`src/rtl/npc_multicycle_sequencer.sv`:
```
// rtl/npc_multicycle_sequencer.sv - multi-cycle NPC sequencer: fetch/exec/mem/writeback with fault detection
// Optional cycle/instret counters are enabled by defining NPC_SEQ_PERF_EN.
module npc_multicycle_sequencer #(
   parameter int              XLEN     = 32,
   parameter logic [XLEN-1:0] RESET_PC = 32'h8000_0000,
   parameter int              MAX_WAIT = 255
) (
   input  logic            clk,
   input  logic            rst_n,
   output logic [XLEN-1:0] pc,
   output logic            ifu_req_valid,
   output logic [XLEN-1:0] ifu_req_addr,
   input  logic            ifu_req_ready,
   input  logic            ifu_rsp_valid,
   input  logic [31:0]     ifu_rsp_inst,
   input  logic            ifu_rsp_err,
   output logic [31:0]     inst,
   output logic            inst_valid,
   input  logic            dec_mem_access,
   input  logic            dec_halt,
   input  logic [XLEN-1:0] npc,
   output logic            lsu_req_valid,
   input  logic            lsu_req_ready,
   input  logic            lsu_rsp_valid,
   input  logic            lsu_rsp_err,
   output logic            commit,
   output logic            halted,
   output logic            fault,
   output logic [1:0]      fault_cause,
   output logic [63:0]     cycle_cnt,
   output logic [63:0]     instret_cnt
);

   localparam int WCW = (MAX_WAIT < 1) ? 1 : $clog2(MAX_WAIT + 1);
   localparam logic [WCW-1:0] WAIT_LIM = WCW'(MAX_WAIT);

   typedef enum logic [2:0] {
      S_FETCH_REQ,
      S_FETCH_WAIT,
      S_EXEC,
      S_MEM_REQ,
      S_MEM_WAIT,
      S_WB,
      S_HALT,
      S_FAULT
   } state_t;

   state_t         state;
   logic [WCW-1:0] wait_cnt;
   logic           npc_aligned;

   assign npc_aligned  = (npc[1:0] == 2'b00);
   assign ifu_req_addr = pc;
   // Commit is the only output that looks at EXU/IDU inputs; it must land in the same cycle they are valid.
   assign commit       = ((state == S_EXEC) && dec_halt) || ((state == S_WB) && npc_aligned);

   always_ff @(posedge clk or negedge rst_n) begin
      if (!rst_n) begin
         state         <= S_FETCH_REQ;
         pc            <= RESET_PC;
         inst          <= '0;
         ifu_req_valid <= 1'b0;
         inst_valid    <= 1'b0;
         lsu_req_valid <= 1'b0;
         halted        <= 1'b0;
         fault         <= 1'b0;
         fault_cause   <= 2'd0;
         wait_cnt      <= '0;
      end else begin
         inst_valid <= 1'b0;
         unique case (state)
            S_FETCH_REQ: begin
               // The first cycle after reset release only raises the request.
               ifu_req_valid <= 1'b1;
               if (ifu_req_valid && ifu_req_ready) begin
                  ifu_req_valid <= 1'b0;
                  wait_cnt      <= '0;
                  state         <= S_FETCH_WAIT;
               end
            end
            S_FETCH_WAIT: begin
               if (ifu_rsp_valid) begin
                  if (ifu_rsp_err) begin
                     fault       <= 1'b1;
                     fault_cause <= 2'd0;
                     state       <= S_FAULT;
                  end else begin
                     inst       <= ifu_rsp_inst;
                     inst_valid <= 1'b1;
                     state      <= S_EXEC;
                  end
               end else if (wait_cnt == WAIT_LIM) begin
                  fault       <= 1'b1;
                  fault_cause <= 2'd3;
                  state       <= S_FAULT;
               end else begin
                  wait_cnt <= wait_cnt + 1'b1;
               end
            end
            S_EXEC: begin
               if (dec_halt) begin
                  halted <= 1'b1;
                  state  <= S_HALT;
               end else if (dec_mem_access) begin
                  lsu_req_valid <= 1'b1;
                  state         <= S_MEM_REQ;
               end else begin
                  state <= S_WB;
               end
            end
            S_MEM_REQ: begin
               if (lsu_req_ready) begin
                  lsu_req_valid <= 1'b0;
                  wait_cnt      <= '0;
                  state         <= S_MEM_WAIT;
               end
            end
            S_MEM_WAIT: begin
               if (lsu_rsp_valid) begin
                  if (lsu_rsp_err) begin
                     fault       <= 1'b1;
                     fault_cause <= 2'd1;
                     state       <= S_FAULT;
                  end else begin
                     state <= S_WB;
                  end
               end else if (wait_cnt == WAIT_LIM) begin
                  fault       <= 1'b1;
                  fault_cause <= 2'd3;
                  state       <= S_FAULT;
               end else begin
                  wait_cnt <= wait_cnt + 1'b1;
               end
            end
            S_WB: begin
               if (npc_aligned) begin
                  pc            <= npc;
                  ifu_req_valid <= 1'b1;
                  state         <= S_FETCH_REQ;
               end else begin
                  fault       <= 1'b1;
                  fault_cause <= 2'd2;
                  state       <= S_FAULT;
               end
            end
            default: begin
               state <= state;
            end
         endcase
      end
   end

`ifdef NPC_SEQ_PERF_EN
   always_ff @(posedge clk or negedge rst_n) begin
      if (!rst_n) begin
         cycle_cnt   <= '0;
         instret_cnt <= '0;
      end else begin
         if (!halted && !fault) begin
            cycle_cnt <= cycle_cnt + 64'd1;
         end
         if (commit) begin
            instret_cnt <= instret_cnt + 64'd1;
         end
      end
   end
`else
   assign cycle_cnt   = '0;
   assign instret_cnt = '0;
`endif

endmodule

```
`config.mk`:
```
export PLATFORM = sky130hd
export DESIGN_NAME = npc_multicycle_sequencer
export DESIGN_NICKNAME = d
export VERILOG_FILES = /design/src/rtl/npc_multicycle_sequencer.sv
export SDC_FILE = /design/constraint.sdc
export NUM_CORES = 1
export LEC_CHECK = 0
export ABC_AREA = 1
export ABC_CLOCK_PERIOD_IN_PS = 1950
export BUFFER_PORTS_ARGS = -buffer_cell sky130_fd_sc_hd__buf_2
export CORE_AREA = 2 2 119 121
export CTS_CLUSTER_SIZE = 40
export DETAILED_ROUTE_END_ITERATION = 16
export DIE_AREA = 0 0 121 123
export PLACE_DENSITY = 0.81
export RECOVER_POWER = 100
export SETUP_SLACK_MARGIN = 0.4
export SLEW_MARGIN = 20
export SYNTH_ARGS = -nofsm -noshare
export SYNTH_HDL_FRONTEND = slang
export SYNTH_SLANG_ARGS = --single-unit
export TNS_END_PERCENT = 5
```
`constraint.sdc`:
```
create_clock -name clk -period 1.95 [get_ports clk]
set_clock_uncertainty 0.05 [all_clocks]
set_input_delay 0 -clock clk [delete_from_list [all_inputs] [get_ports clk]]
set_output_delay 0 -clock clk [all_outputs]
set_load 0.05 [all_outputs]
```
Yosys cells after proc, flatten, opt, wreduce, memory -nomap -nowiden:

Index checks and enable logic that the tools add are counted.

* register bits after elaboration: 82
* logic and storage cells: 88

* add/sub/neg operators: 1
* eq/ne operators: 16
* multiplexer cells: 41
* bitwise logic cells: 1
* reductions and logical operators: 19

Operator list (count)
* two-way mux 8 bit: 5
* one-hot mux 8 bit (4 select lines): 1
* two-way mux 3 bit: 9
* one-hot mux 3 bit (6 select lines): 1
* inequality test 2 bit (second input constant): 8
* two-way mux 1 bit: 14
* two-way mux 2 bit: 7
* adder 8 x 1 -> 8 bit (second input constant): 1
* == test 8 bit (second input constant): 1
* AND reduction 4 bit: 2
* == test 3 x 2 -> 1 bit (second input constant): 2
* == test 3 bit (second input constant): 2
* inequality test 3 bit (second input constant): 2
* one-hot mux 2 bit (3 select lines): 1
* AND reduction 2 bit: 3
* AND reduction 3 bit: 2
* nonzero test 6 bit: 1
* AND reduction 5 bit: 1
* one-hot mux 1 bit (2 select lines): 2
* nonzero test 2 bit: 2
* nonzero test 4 bit: 1
* == test 3 x 1 -> 1 bit (second input constant): 1
* logical AND 1 bit: 3
* logical NOT 3 bit: 1
* other kinds (5): 5

Logic depth before layout (Yosys ltp):

* word-level depth: 4
* mapped depth: 10
* gate-level depth less buffers: 9

Least setup slack after synthesis:

Ideal clock, no wire load.

* path kind: reg-to-reg
* from: register ifu_req_valid
* to: register wait_cnt[3]
* library setup time: 0.116 ns
* data arrival time: 1.239 ns
* data required time: 1.784 ns
* path slack: 0.545 ns
* stages on the path, launching flop included: 8
* buffers on the path: 0
* period minus slack after synthesis: 1.405 ns
* path through: dfrtp_1 nand2_1 nand3_1 nand2_1 nor2_1 nand3_2 nand2_1 nand2_1

* word-level cells in the longest chain between the ends: 3

Ends and longest elaborated chain
* start: declaration: RTL line 11 `output logic ifu_req_valid,`
* start signal: assignment: RTL line 62 `ifu_req_valid <= 1'b0;`
* start signal: assignment: RTL line 74 `ifu_req_valid <= 1'b1;`
* start signal: assignment: RTL line 76 `ifu_req_valid <= 1'b0;`
* logical AND 1 bit: RTL line 75 `if (ifu_req_valid && ifu_req_ready) begin`
* inequality test 2 bit (no line)
* AND reduction 5 bit (no line)
* end signal: assignment: RTL line 97 `wait_cnt <= wait_cnt + 1'b1;`
* end signal: assignment: RTL line 132 `wait_cnt <= wait_cnt + 1'b1;`
* end: declaration: RTL line 49 `logic [WCW-1:0] wait_cnt;`

Every way passes these cells.
A chain may end at the register's enable or synchronous reset.

Worst setup path in the final report:

* from: register state[0]
* to: output commit

* word-level cells in the longest chain between the ends: 3

Ends and longest elaborated chain
* start: declaration: RTL line 48 `state_t state;`
* start signal: assignment: RTL line 147 `state <= state;`
* == test 3 x 2 -> 1 bit or == test 3 bit (tied branches): RTL line 55 `assign commit = ((state == S_EXEC) && dec_halt) || ((state == S_WB) && npc_aligned);`
* logical AND 1 bit: RTL line 55
* logical OR 1 bit *: RTL line 55
* end: declaration: RTL line 26 `output logic commit,`

Mark *: on every way between the ends. The rest lies on a longest branch, timed or not.

==> results.yml <==
global_routing:
  grt_pass1_vias: 3778
  grt_max_degree: 46
  antenna_found_initial: 0
  grt.total_usage_pct: 15.6
  met1_usage_pct: 17.6
  grt_util_met3_pct: 4.11
  grt_overflow_total: 0
  grt_pass1_wl_um: 18300
  gr-usage-met2_pct: 28.6
  top_usage_layer: "met2"
timing:
  holdWs_ns: 0.0258
  finalCritPeriodShare_pct: 84.0
  fin_setup_tns_ns: 0
  fin_crit_ns: 1.64
  slew_violations: 0
  rsz0062_at_grt: "yes"
  worstMarginPinSlew_ns: 0.967
  setup-violations-final: 0
  final-hold-violation-count: 0
  slew-limit-headroom_pct: 35.6
  max_freq_mhz: 610
min_path:
  hp-class: "in2reg"
yosys:
  syn_area_mm2: 0.00501
  synthArstFlopShare_pct: 100
  synthFlopType: "dfrtp_1"
  yosysTopAreaCell: "dfrtp_1"
  synth-edff-count: 0
  yosysSeqAreaShare_pct: 41.0
  synth.yosys.warnings: 0
  synth_cells: 642
  synth_seq_cells: 82
  synth.avg_cell_area_um2: 7.81
  netlist.area_leader.share_pct: 40.4
  ys_types: 29
  netlist_top_cells_area: "dfrtp_1 (40%), buf_4 (25%), nand2_1 (19%)"
critical_path:
  critical_path.max_fanout: 16
  worstSetupPathType: "reg2out"
  crit_slowest_cell: "dfrtp_2"
  arrival_ns: 1.59
  slowest_delay_ns: 0.39
  critical_path.top_delay_family: "simple AND/OR/NAND/NOR gates"
  cp.required_ns: 1.90
  critPathLaunchType: "flip-flop"
  crit_buf_inv: 2
  worstSetupEndpointType: "output pin"
  path_cells: "nand2_1 -> nor2_1 -> nand2_4 -> buf_12 -> nand2_1 -> buf_6"
  crit_path_frequent_cell: "nand2_1"
floorplanning:
  die_x_um: 121
  ios: 306
  core_area_mm2: 0.0136
  num_rows: 43
  initial_core_util_pct: 36.8
  die_area_mm2: 0.0149
  die_h_um: 123
routing:
  vias: 4293
  routedWlPerCell_um: 12.0
  wl_um: 12600
  drc: 0
  drt_iter0_markers: 165
  drt-vias-per-instance: 4.09
  first_pass_iters: 4
  ant_nets: 0
finish:
  seqCellArea_mm2: 0.00206
  layout_commonest_cell: "nand2_1"
  final_cell_mix: "nand2_1 (259), conb_1 (128), clkbuf_1 (104)"
  fin_nets: 941
  antenna_cells: 0
  layout-drive-gt1-share_pct: 15.5
  synthToLayoutAreaGrowth_pct: 27.1
  fill_cells: 1290
  multi_input_area_mm2: 0.00201
place:
  dp_hpwl_um: 8440
  numPortBuffers: 177
  gp_congestion: 0.815
cts:
  clkLatencyLatePin_ns: 0.33
  cts-buffers-inserted: 9
  cts.path.max_buffers: 2
  clockRootBuffer: "clkbuf_16"
  clk_pin_slew_worst_paths_ns: 0.06
  htree_num_levels: 3
  cts_tree: "done"
  cts_sinks: 82
run:
  drv_cap: 0
power_and_ir_drop:
  power.leakage_nw: 3.50
  peakVddDrop_uv: 701
  total_power_mw: 12.0
  powerDensity_mw_per_mm2: 1890
outcome:
  outcome: "finished, final reports clean"
state kept, by name (all words and copies together) (netlist names):
signal	cells
ifu_req_addr	32
inst	32
wait_cnt	8
state	3
fault_cause	2
fault	1
halted	1
ifu_req_valid	1
inst_valid	1
lsu_req_valid	1
Yosys cell counts, types with 2 or more instances:
| library cell | count |
|---|---|
| a21oi_1 | 4 |
| a21oi_2 | 2 |
| buf_2 | 6 |
| buf_4 | 164 |
| buf_6 | 5 |
| dfrtp_1 | 81 |
| ha_1 | 3 |
| inv_1 | 30 |
| inv_2 | 5 |
| inv_4 | 2 |
| nand2_1 | 260 |
| nand2_2 | 6 |
| nand3_1 | 21 |
| nand4_1 | 2 |
| nor2_1 | 31 |
| nor2_4 | 2 |
| nor2_8 | 2 |
| nor3b_1 | 2 |
| o21ai_0 | 2 |
| o21bai_1 | 3 |
layout make-up:
class / instances / share of cell area [%]
tap: 180 / 3.53
inverter: 37 / 2.30
timing repair buffer: 259 / 25.4
clock buffer: 11 / 3.97
sequential: 82 / 32.3
clock inverter: 5 / 0.962
multi-input combinational: 475 / 31.6
worst paths after layout:
| kind | start | to | slack, ns | depth (start not counted) |
|---|---|---|---|---|
| min in group asynchronous | rst_n | inst[25]$_DFFE_PN0P_ | 0.30 | 2 |
| max in group asynchronous | rst_n | ifu_req_addr[31]$_DFFE_PN1P_ | 0.74 | 3 |
| hold reg to reg | inst[7]$_DFFE_PN0P_ | inst[7]$_DFFE_PN0P_ | 0.42 | 2 |
| setup reg to reg | state[0]$_DFFE_PN0P_ | fault_cause[0]$_DFFE_PN0P_ | 0.35 | 9 |
| hold / removal | dec_mem_access | lsu_req_valid$_DFFE_PN0P_ | 0.03 | 4 |
| setup / recovery | state[0]$_DFFE_PN0P_ | commit | 0.31 | 6 |
power by group:
part | leakage, nW | total, mW | internal, mW | switching (mW)
Clock | 0.144 | 1.77 | 1.07 | 0.703
Combinational | 2.33 | 7.27 | 1.29 | 5.98
Sequential | 1.03 | 2.99 | 2.45 | 0.542
Total | 3.50 | 12.0 | 4.80 | 7.22
logic make-up (layout without fill, tap and decap cells):
group | after synthesis | after routing | synth area share (%)
buf+inv | 212 | 312 | 29.1
simple gates | 330 | 330 | 27.2
other cells | 1 | 128 | 0.0748
flops | 82 | 82 | 41.0
compound gates | 13 | 13 | 1.70
xor+xnor | 1 | 1 | 0.175
fa+ha+maj | 3 | 3 | 0.749
through the flow:
stage / utilization [%] / instances / area (um^2) / setup WS, ns
final: 46.8 / 1049 / 6370 / 0.312
after global routing: 46.8 / 1049 / 6370 / 0.250
after CTS: 47.1 / 1046 / 6420 / 0.396
after detailed placement: 39.3 / 956 / 5350 / 0.286
after global placement: 39.3 / 956 / 5350 / 0.330
after floorplan: - / 769 / 5490 / 0.545
worst min-delay path, delay by kind of cell:
| kind | cells | cell delay [ns] |
|---|---|---|
| compound gates | 1 | 0.15 |
| buf+inv | 2 | 0.17 |
| simple gates | 1 | 0.05 |
per-layer routing:
layer,up-vias,part of all wire [%]
li1,2092,-
met1,1982,38
met2,207,51
met3,12,9.1
met4,0,1.3
met5,-,0
what timing repair did:
item	CTS	global route
endpoints found under the hold margin	104	0
setup buffers	6	2
pin swaps	5	6
gates cloned	0	1
hold buffers	68	0
gates resized for setup	11	23
setup endpoints to repair	76	45
No activity file was read; power rests on OpenSTA's default activity.
